$ cat config.mk
export PLATFORM = sky130hd
export DESIGN_NAME = beep_driver
export DESIGN_NICKNAME = d
export VERILOG_FILES = /design/src/rtl/beep_driver.sv
export SDC_FILE = /design/constraint.sdc
export NUM_CORES = 1
export LEC_CHECK = 0
export CORE_MARGIN = 4
export CORE_UTILIZATION = 61
export DETAILED_ROUTE_END_ITERATION = 16
export PLACE_DENSITY = 0.79
export SLEW_MARGIN = 20
export SYNTH_ARGS = -nofsm -noshare
export SYNTH_HDL_FRONTEND = slang
export SYNTH_SLANG_ARGS = --single-unit
$ cat constraint.sdc
create_clock -name clk -period 2.83 [get_ports clk]
set_input_delay 0.566 -clock clk [delete_from_list [all_inputs] [get_ports clk]]
set_output_delay 0.566 -clock clk [all_outputs]
set_load 0.02 [all_outputs]
$ cat src/rtl/beep_driver.sv
// Beep driver: turns a single-cycle start pulse into a burst of square-wave beeps on the buzzer pin.
// Optional BEEP_REPEAT_EN: bursts repeat, separated by repeat_gap silent cycles, until stop or reset.
module beep_driver #(
  parameter int unsigned tone_half_period = 25000,
  parameter int unsigned beep_on          = 5000000,
  parameter int unsigned beep_off         = 5000000,
  parameter int unsigned beep_count       = 3,
  parameter int unsigned repeat_gap       = 50000000
) (
  input  logic clk,
  input  logic rst_n,
  input  logic start,
  input  logic stop,
  output logic buzzer,
  output logic busy,
  output logic done
);

  localparam int unsigned ON_OFF_MAX = (beep_on > beep_off) ? beep_on : beep_off;
`ifdef BEEP_REPEAT_EN
  localparam int unsigned PHASE_MAX  = (ON_OFF_MAX > repeat_gap) ? ON_OFF_MAX : repeat_gap;
`else
  localparam int unsigned PHASE_MAX  = ON_OFF_MAX;
`endif
  localparam int unsigned PW = $clog2(PHASE_MAX + 1);
  localparam int unsigned TW = $clog2(tone_half_period + 1);
  localparam int unsigned IW = $clog2(beep_count + 1);

  localparam logic [PW-1:0] ON_LAST  = PW'(beep_on - 1);
  localparam logic [PW-1:0] OFF_LAST = PW'(beep_off - 1);
  localparam logic [TW-1:0] TONE_LAST = TW'(tone_half_period - 1);
  localparam logic [IW-1:0] IDX_LAST  = IW'(beep_count - 1);
`ifdef BEEP_REPEAT_EN
  localparam logic [PW-1:0] GAP_LAST = PW'(repeat_gap - 1);
`endif

  typedef enum logic [1:0] {
    IDLE = 2'd0,
    ON   = 2'd1,
    OFF  = 2'd2,
    GAP  = 2'd3
  } state_t;

  state_t        state, state_d;
  logic [PW-1:0] phase, phase_d;
  logic [TW-1:0] tone, tone_d;
  logic [IW-1:0] idx, idx_d;
  logic          buzzer_d, busy_d, done_d;

  // State and registered outputs
  always_ff @(posedge clk) begin
    if (!rst_n) begin
      state  <= IDLE;
      phase  <= '0;
      tone   <= '0;
      idx    <= '0;
      buzzer <= 1'b0;
      busy   <= 1'b0;
      done   <= 1'b0;
    end else begin
      state  <= state_d;
      phase  <= phase_d;
      tone   <= tone_d;
      idx    <= idx_d;
      buzzer <= buzzer_d;
      busy   <= busy_d;
      done   <= done_d;
    end
  end

  // Next state and next outputs; stop overrides everything outside IDLE
  always_comb begin
    state_d  = state;
    phase_d  = phase;
    tone_d   = tone;
    idx_d    = idx;
    buzzer_d = 1'b0;
    busy_d   = 1'b0;
    done_d   = 1'b0;
    if (state != IDLE && stop) begin
      state_d = IDLE;
      phase_d = '0;
      tone_d  = '0;
      idx_d   = '0;
    end else begin
      case (state)
        IDLE: begin
          if (start && !stop) begin
            state_d  = ON;
            phase_d  = '0;
            tone_d   = '0;
            idx_d    = '0;
            buzzer_d = 1'b1;
            busy_d   = 1'b1;
          end
        end
        ON: begin
          busy_d   = 1'b1;
          buzzer_d = buzzer;
          if (phase == ON_LAST) begin
            phase_d  = '0;
            tone_d   = '0;
            buzzer_d = 1'b0;
            if (idx == IDX_LAST) begin
              done_d = 1'b1;
`ifdef BEEP_REPEAT_EN
              state_d = GAP;
`else
              state_d = IDLE;
              busy_d  = 1'b0;
              idx_d   = '0;
`endif
            end else begin
              state_d = OFF;
              idx_d   = idx + IW'(1);
            end
          end else begin
            phase_d = phase + PW'(1);
            if (tone == TONE_LAST) begin
              tone_d   = '0;
              buzzer_d = ~buzzer;
            end else begin
              tone_d = tone + TW'(1);
            end
          end
        end
        OFF: begin
          busy_d = 1'b1;
          if (phase == OFF_LAST) begin
            state_d  = ON;
            phase_d  = '0;
            tone_d   = '0;
            buzzer_d = 1'b1;
          end else begin
            phase_d = phase + PW'(1);
          end
        end
`ifdef BEEP_REPEAT_EN
        GAP: begin
          busy_d = 1'b1;
          if (phase == GAP_LAST) begin
            state_d  = ON;
            phase_d  = '0;
            tone_d   = '0;
            idx_d    = '0;
            buzzer_d = 1'b1;
          end else begin
            phase_d = phase + PW'(1);
          end
        end
`endif
        default: begin
          state_d = IDLE;
          phase_d = '0;
          tone_d  = '0;
          idx_d   = '0;
        end
      endcase
    end
  end

endmodule

==> results_dict.tcl, run 1 <==
set metrics [dict create \
    status "completed" \
    holdBufCountCts 0 \
    syn_nets 298 \
    dp_hpwl_um 3802 \
    ys_ff_latch 45 \
    max_slew.worst_pin.slew_ns 0.8225 \
    dpl-instance-area_um2 2613 \
    num_antenna_cells 0 \
    setup_violations 0 \
    via_per_inst 6.311 \
    crit_slowest_cell "or4_1" \
    die_area_um2 5108 \
    path_max_fanout 24 \
    grt_pass1_wl_um 9218 \
    p_per_area_nw_per_um2 476.6 \
    htree_levels 2 \
    syn-cell-area_um2 2457 \
    layout_commonest_cell "dfxtp_1" \
    die_h_um 71.47 \
    place_inst 343 \
    place_congestion 0.8802 \
    first_iter_violations 226 \
    cts.repair.resized 0 \
    ir_worst_vdd_v 0.0003040 \
    start_kind "input pin" \
    fin_crit_sh 0.8363 \
    grt_antenna_before_repair 0 \
    design_area_um2 2695 \
    fin_ws_ns 0.4632 \
    finalCriticalPeriod_ns 2.367 \
    ys_warn_count 0 \
    clk_pin_slew_ns 0.09 \
    row_count 22 \
    clock.fmax_mhz 422.5 \
    clk_latency_ns 0.30 \
    synthCells 288 \
    rsz0062_at_grt "false" \
    instances_no_fill 351 \
    coreArea_um2 3771 \
    drc 0 \
    cts-root-buf "clkbuf_8" \
    fin_skew_ns 0.01074 \
    final_cell_mix "45 x dfxtp_1, 26 x nor2_1, 25 x nand2_1, 19 x a21oi_1, 16 x xor2_1" \
    crit_arrival_ns 2.61 \
    portBuffers 6 \
    routed_wl_um 5401 \
    grt_overflow 0 \
    hp-class "reg2reg" \
    wl_per_cell_um 15.39 \
    ant_nets 0 \
    hold_viol 0 \
    async_reset_ff_frac 0 \
    finalSetupTns_ns 0 \
    synthFlopType "dfxtp_1" \
    crit_chain "clkdlybuf4s50_1, nand2b_1, a21oi_1, a31oi_4, or4_1, a21oi_1" \
    crit_path_end_kind "flip-flop" \
    via_count 2215 \
    maxSlewHeadroom 0.4375 \
    slew_viol_final 0 \
    drt_pass1_iterations 4 \
    cts_buffer_depth 2 \
    synth_seq_area_share 0.3666 \
    syn_area_per_cell_um2 8.532 \
    max_cap_viol_count 0 \
    max_stage_delay_ns 0.57 \
    critPathKind "in2reg" \
    synth_edf_count 0 \
    tritoncts "done" \
    io_pins 7 \
    synthToLayoutAreaGrowth_pct 9.674 \
    initial_core_util 0.6516 \
    grt_usage 0.2221 \
    p_leak_nw 0.9115 \
    critPathRequiredTime_ns 3.07 \
    postCtsSetupRepairBufs 0 \
    ys_types 52 \
    layout-drive-gt1-share 0.09571 \
    pre_cts_slack_ns 0.1583 \
    clock-sinks 45 \
    grt_pass1_vias 2065 \
    layout.nets 312 \
    grt_max_degree 25 \
    die_x_um 71.47 \
    crit_top_cell "a21oi_1" \
    numCtsBuffers 5 \
]
## Yosys cell counts, types with 6 or more instances
| library cell | count | area [um2] |
|---|---|---|
| nor2_1 | 26 | 97.59 |
| dfxtp_1 | 45 | 900.9 |
| nand4_1 | 13 | 81.33 |
| ha_1 | 6 | 75.07 |
| o21ai_0 | 11 | 55.05 |
| clkbuf_1 | 7 | 26.28 |
| a21oi_1 | 19 | 95.09 |
| or4_1 | 6 | 45.04 |
| xor2_1 | 16 | 140.1 |
| inv_1 | 10 | 37.54 |
| nand3_1 | 15 | 75.07 |
| nand2_1 | 25 | 93.84 |
## sequential cells by signal, summed over array words and instances (netlist names)
name,cells
phase,23
idx,2
done,1
tone,15
state,2
busy,1
buzzer,1
## cell families after synthesis
| kind of cell | share of synthesized area |
|---|---|
| simple gates | 0.3045 |
| compound gates | 0.1919 |
| flops | 0.3666 |
| buf+inv | 0.03463 |
| xor+xnor | 0.06772 |
| fa+ha+maj | 0.03055 |
| mux | 0.004073 |
## where the power goes
part,internal (W),switching [W],total [W],leakage [nW]
clock network,0.000171,0.000219,0.000391,0.0450
registers,0.000646,0.0000123,0.000658,0.363
logic,0.0000895,0.000146,0.000235,0.503
total,0.000907,0.000377,0.00128,0.911
## metal layers
layer | part of all wire | vias to the layer above | wire length [um] | GRT usage
met4 | 0.016 | 0 | 87 | 0.08559
li1 | - | 1101 | - | -
met1 | 0.47 | 1063 | 2554 | 0.2693
met3 | 0.035 | 9 | 187 | 0.04208
met5 | 0 | - | 0 | 0
met2 | 0.48 | 42 | 2570 | 0.3867
## area by class of cell
type                            instances  area [um2]
Clock buffer                            6       72.57
Clock inverter                          2       10.01
Fill cell                             299        1076
Inverter                               10       37.54
Multi-Input combinational cell        223        1471
Sequential cell                        45       900.9
Tap cell                               48       60.06
Timing Repair Buffer                   17       142.6
## through the flow
stage	total power, W	utilization	hold WS [ns]
global placement	0.0009023	0.6928	0.4757
finish	0.001284	0.7147	0.5015
detailed placement	0.0009063	0.6928	0.4859
CTS	0.001295	0.7147	0.5000
floorplan	0.0008386	-	0.4512
global route	0.001345	0.7147	0.5331
## worst paths after layout
check,from,endpoint,slack [ns],depth (start not counted)
min reg2reg,tone[6]$_SDFFE_PP0P_,tone[6]$_SDFFE_PP0P_,0.50,2
max,stop,tone[7]$_SDFFE_PP0P_,0.46,6
min,tone[6]$_SDFFE_PP0P_,tone[6]$_SDFFE_PP0P_,0.50,2
max reg2reg,state[0]$_SDFFE_PP0P_,tone[7]$_SDFFE_PP0P_,0.63,6
## critical path: cells and delay by family
kind | cells | cell delay (ns)
AND/OR/NAND/NOR | 2 | 0.84
AO/OA/AOI/OAI | 3 | 0.77
buffers and inverters | 1 | 0.42
(Power assumes the default switching activity.)
==> run 2, diff against run 1 <==
--- a/config.mk
+++ b/config.mk
@@ -6,9 +6,9 @@
 export NUM_CORES = 1
 export LEC_CHECK = 0
 export CORE_MARGIN = 4
-export CORE_UTILIZATION = 61
+export CORE_UTILIZATION = 55
 export DETAILED_ROUTE_END_ITERATION = 16
-export PLACE_DENSITY = 0.79
+export PLACE_DENSITY = 0.75
 export SLEW_MARGIN = 20
 export SYNTH_ARGS = -nofsm -noshare
 export SYNTH_HDL_FRONTEND = slang
==> constraint.sdc (replaced) <==
create_clock -name clk -period 2.1 [get_ports clk]
set_input_delay 0.42 -clock clk [delete_from_list [all_inputs] [get_ports clk]]
set_output_delay 0.42 -clock clk [all_outputs]
set_load 0.02 [all_outputs]
==> results_dict.tcl, run 2 (synthesis gave the netlist of run 1 again) <==
set metrics [dict create \
    via_count 2288 \
    hp-class "reg2reg" \
    layout.nets 343 \
    grt_pass1_vias 2172 \
    instances_no_fill 386 \
    regMostFlops "phase" \
    largest_reg_flops 23 \
    critPathKind "reg2reg" \
    r2r_cells 6 \
    path_max_fanout 8 \
    final_cell_mix "42 x dfxtp_1, 41 x buf_4, 26 x nor2_1, 25 x nand2_1, 19 x a21oi_1" \
    via_per_inst 5.927 \
    swShare 0.2820 \
    layout-drive-gt1-share 0.1856 \
    p_leak_nw 1.073 \
    io_pins 7 \
    die_h_um 74.84 \
    clock.fmax_mhz 490.9 \
    reg2reg_setup_slack_ns 0.06 \
    slew_viol_final 0 \
    cts-root-buf "clkbuf_8" \
    combPwrFrac 0.216 \
    r2r_end "tone[11]$_SDFFE_PP0P_" \
    rsz0062_at_grt "true" \
    pwr-share-clk 0.288 \
    die_x_um 74.84 \
    layout_commonest_cell "dfxtp_1" \
    die_area_um2 5601 \
    htree_levels 2 \
    holdBufCountCts 0 \
    row_count 24 \
    wl_per_cell_um 14.78 \
    portBuffers 6 \
    power_w 0.001785 \
    maxSlewHeadroom 0.6777 \
    clk_pin_slew_ns 0.08 \
    startpoint "tone[5]$_SDFFE_PP0P_" \
    grt_pass1_wl_um 9632 \
    reg.largest.list "phase: 23 flops, tone: 15 flops" \
    switchingPower_w 0.0005033 \
    synthToLayoutAreaGrowth_pct 20.88 \
    place_congestion 0.8680 \
    max_slew.worst_pin.slew_ns 0.4791 \
    clk_latency_ns 0.29 \
    critPathRequiredTime_ns 2.29 \
    grt_overflow 0 \
    r2r_start "tone[5]$_SDFFE_PP0P_" \
    endpoint "tone[11]$_SDFFE_PP0P_" \
    max_cap_viol_count 0 \
    num_antenna_cells 0 \
    ant_nets 0 \
    grt_usage 0.2174 \
    crit_arrival_ns 2.23 \
    numCtsBuffers 5 \
    clock-sinks 45 \
    seqPwrFrac 0.496 \
    routed_wl_um 5704 \
    finalCriticalPeriod_ns 2.037 \
    p_per_area_nw_per_um2 600.9 \
    first_iter_violations 129 \
    start_kind "flip-flop" \
    fin_skew_ns 0.007522 \
    status "completed" \
    fin_crit_sh 0.9701 \
    grt_max_degree 14 \
    grt_antenna_before_repair 0 \
    coreArea_um2 4354 \
    dp_hpwl_um 4215 \
    initial_core_util 0.5644 \
    crit_path_end_kind "flip-flop" \
    cts_buffer_depth 2 \
    intPower_w 0.001281 \
    ir_worst_vdd_v 0.0004409 \
    setup_violations 0 \
    drc 0 \
    n_fill_cell 352 \
    hold_viol 0 \
    tritoncts "done" \
    drt_pass1_iterations 4 \
    place_inst 377 \
]
-- run 2: cell count changes in the layout (fill, tap and decap cells not counted), sizes merged --
cell    delta
clkinv     -2
clkbuf     +2
buf       +31
-- run 2: layer usage --
layer  share of wire  up-vias  global-route usage
met3           0.026        7             0.03204
met4           0.013        0             0.09091
li1                -     1164                   -
met5               0        -                   0
met1            0.47     1084              0.2855
met2            0.50       33              0.3559
-- run 2: worst max-delay path, stage by stage, from the launching register on --
cell and delay, ns:
dfxtp_1 0.39, or4b_2 0.65, o41ai_4 0.25, buf_4 0.18
a211oi_4 0.06, a22o_1 0.20, a22o_1 0.22
-- run 2: power groups by stage --
stage	sequential [W]	combinational, W	clock (W)
2_1_floorplan	0.000911	0.000219	0
3_3_place_gp	0.000904	0.000371	0
3_5_place_dp	0.000905	0.000374	0
4_1_cts	0.000885	0.000375	0.000523
5_1_grt	0.000887	0.000423	0.000567
6_report	0.000885	0.000385	0.000515
-- run 2: timing repair --
action,CTS,global route
gates resized for setup,0,5
setup buffers,0,1
hold endpoints to repair,0,0
setup endpoints to repair,0,8
-- run 2: how the worst min path moves through the flow --
stage,startpoint,end,slack [ns],cells past startpoint
2_1_floorplan,tone[14]$_SDFFE_PP0P_,tone[14]$_SDFFE_PP0P_,0.45,1
3_3_place_gp,phase[1]$_SDFFE_PP0P_,phase[1]$_SDFFE_PP0P_,0.47,2
3_5_place_dp,tone[14]$_SDFFE_PP0P_,tone[14]$_SDFFE_PP0P_,0.48,1
4_1_cts,phase[1]$_SDFFE_PP0P_,phase[1]$_SDFFE_PP0P_,0.50,2
5_1_grt,tone[13]$_SDFFE_PP0P_,tone[13]$_SDFFE_PP0P_,0.52,1
6_report,phase[1]$_SDFFE_PP0P_,phase[1]$_SDFFE_PP0P_,0.48,2
-- run 2: final cells by class --
type / count / area, um2 / share of cell area
clock buffer: 8 / 80.08 / 0.02696
timing repair buffer: 48 / 387.9 / 0.1306
sequential: 45 / 904.6 / 0.3045
inverter: 10 / 37.54 / 0.01264
tap: 52 / 65.06 / 0.02190
multi-input combinational: 223 / 1495 / 0.5034
-- run 2: metrics by stage --
step / area [um2] / TNS (ns) / hold slack (ns) / worst slack (ns) / utilization
after floorplan: 2457 / 0 / 0.4512 / 0.1288 / -
final: 2970 / 0 / 0.4827 / 0.06275 / 0.6822
after CTS: 2935 / 0 / 0.5001 / 0.06660 / 0.6741
after global placement: 2855 / -1.212 / 0.4718 / -0.1418 / 0.6557
after global routing: 2970 / -0.1548 / 0.5178 / -0.04001 / 0.6822
after detailed placement: 2855 / -1.878 / 0.4795 / -0.2104 / 0.6557
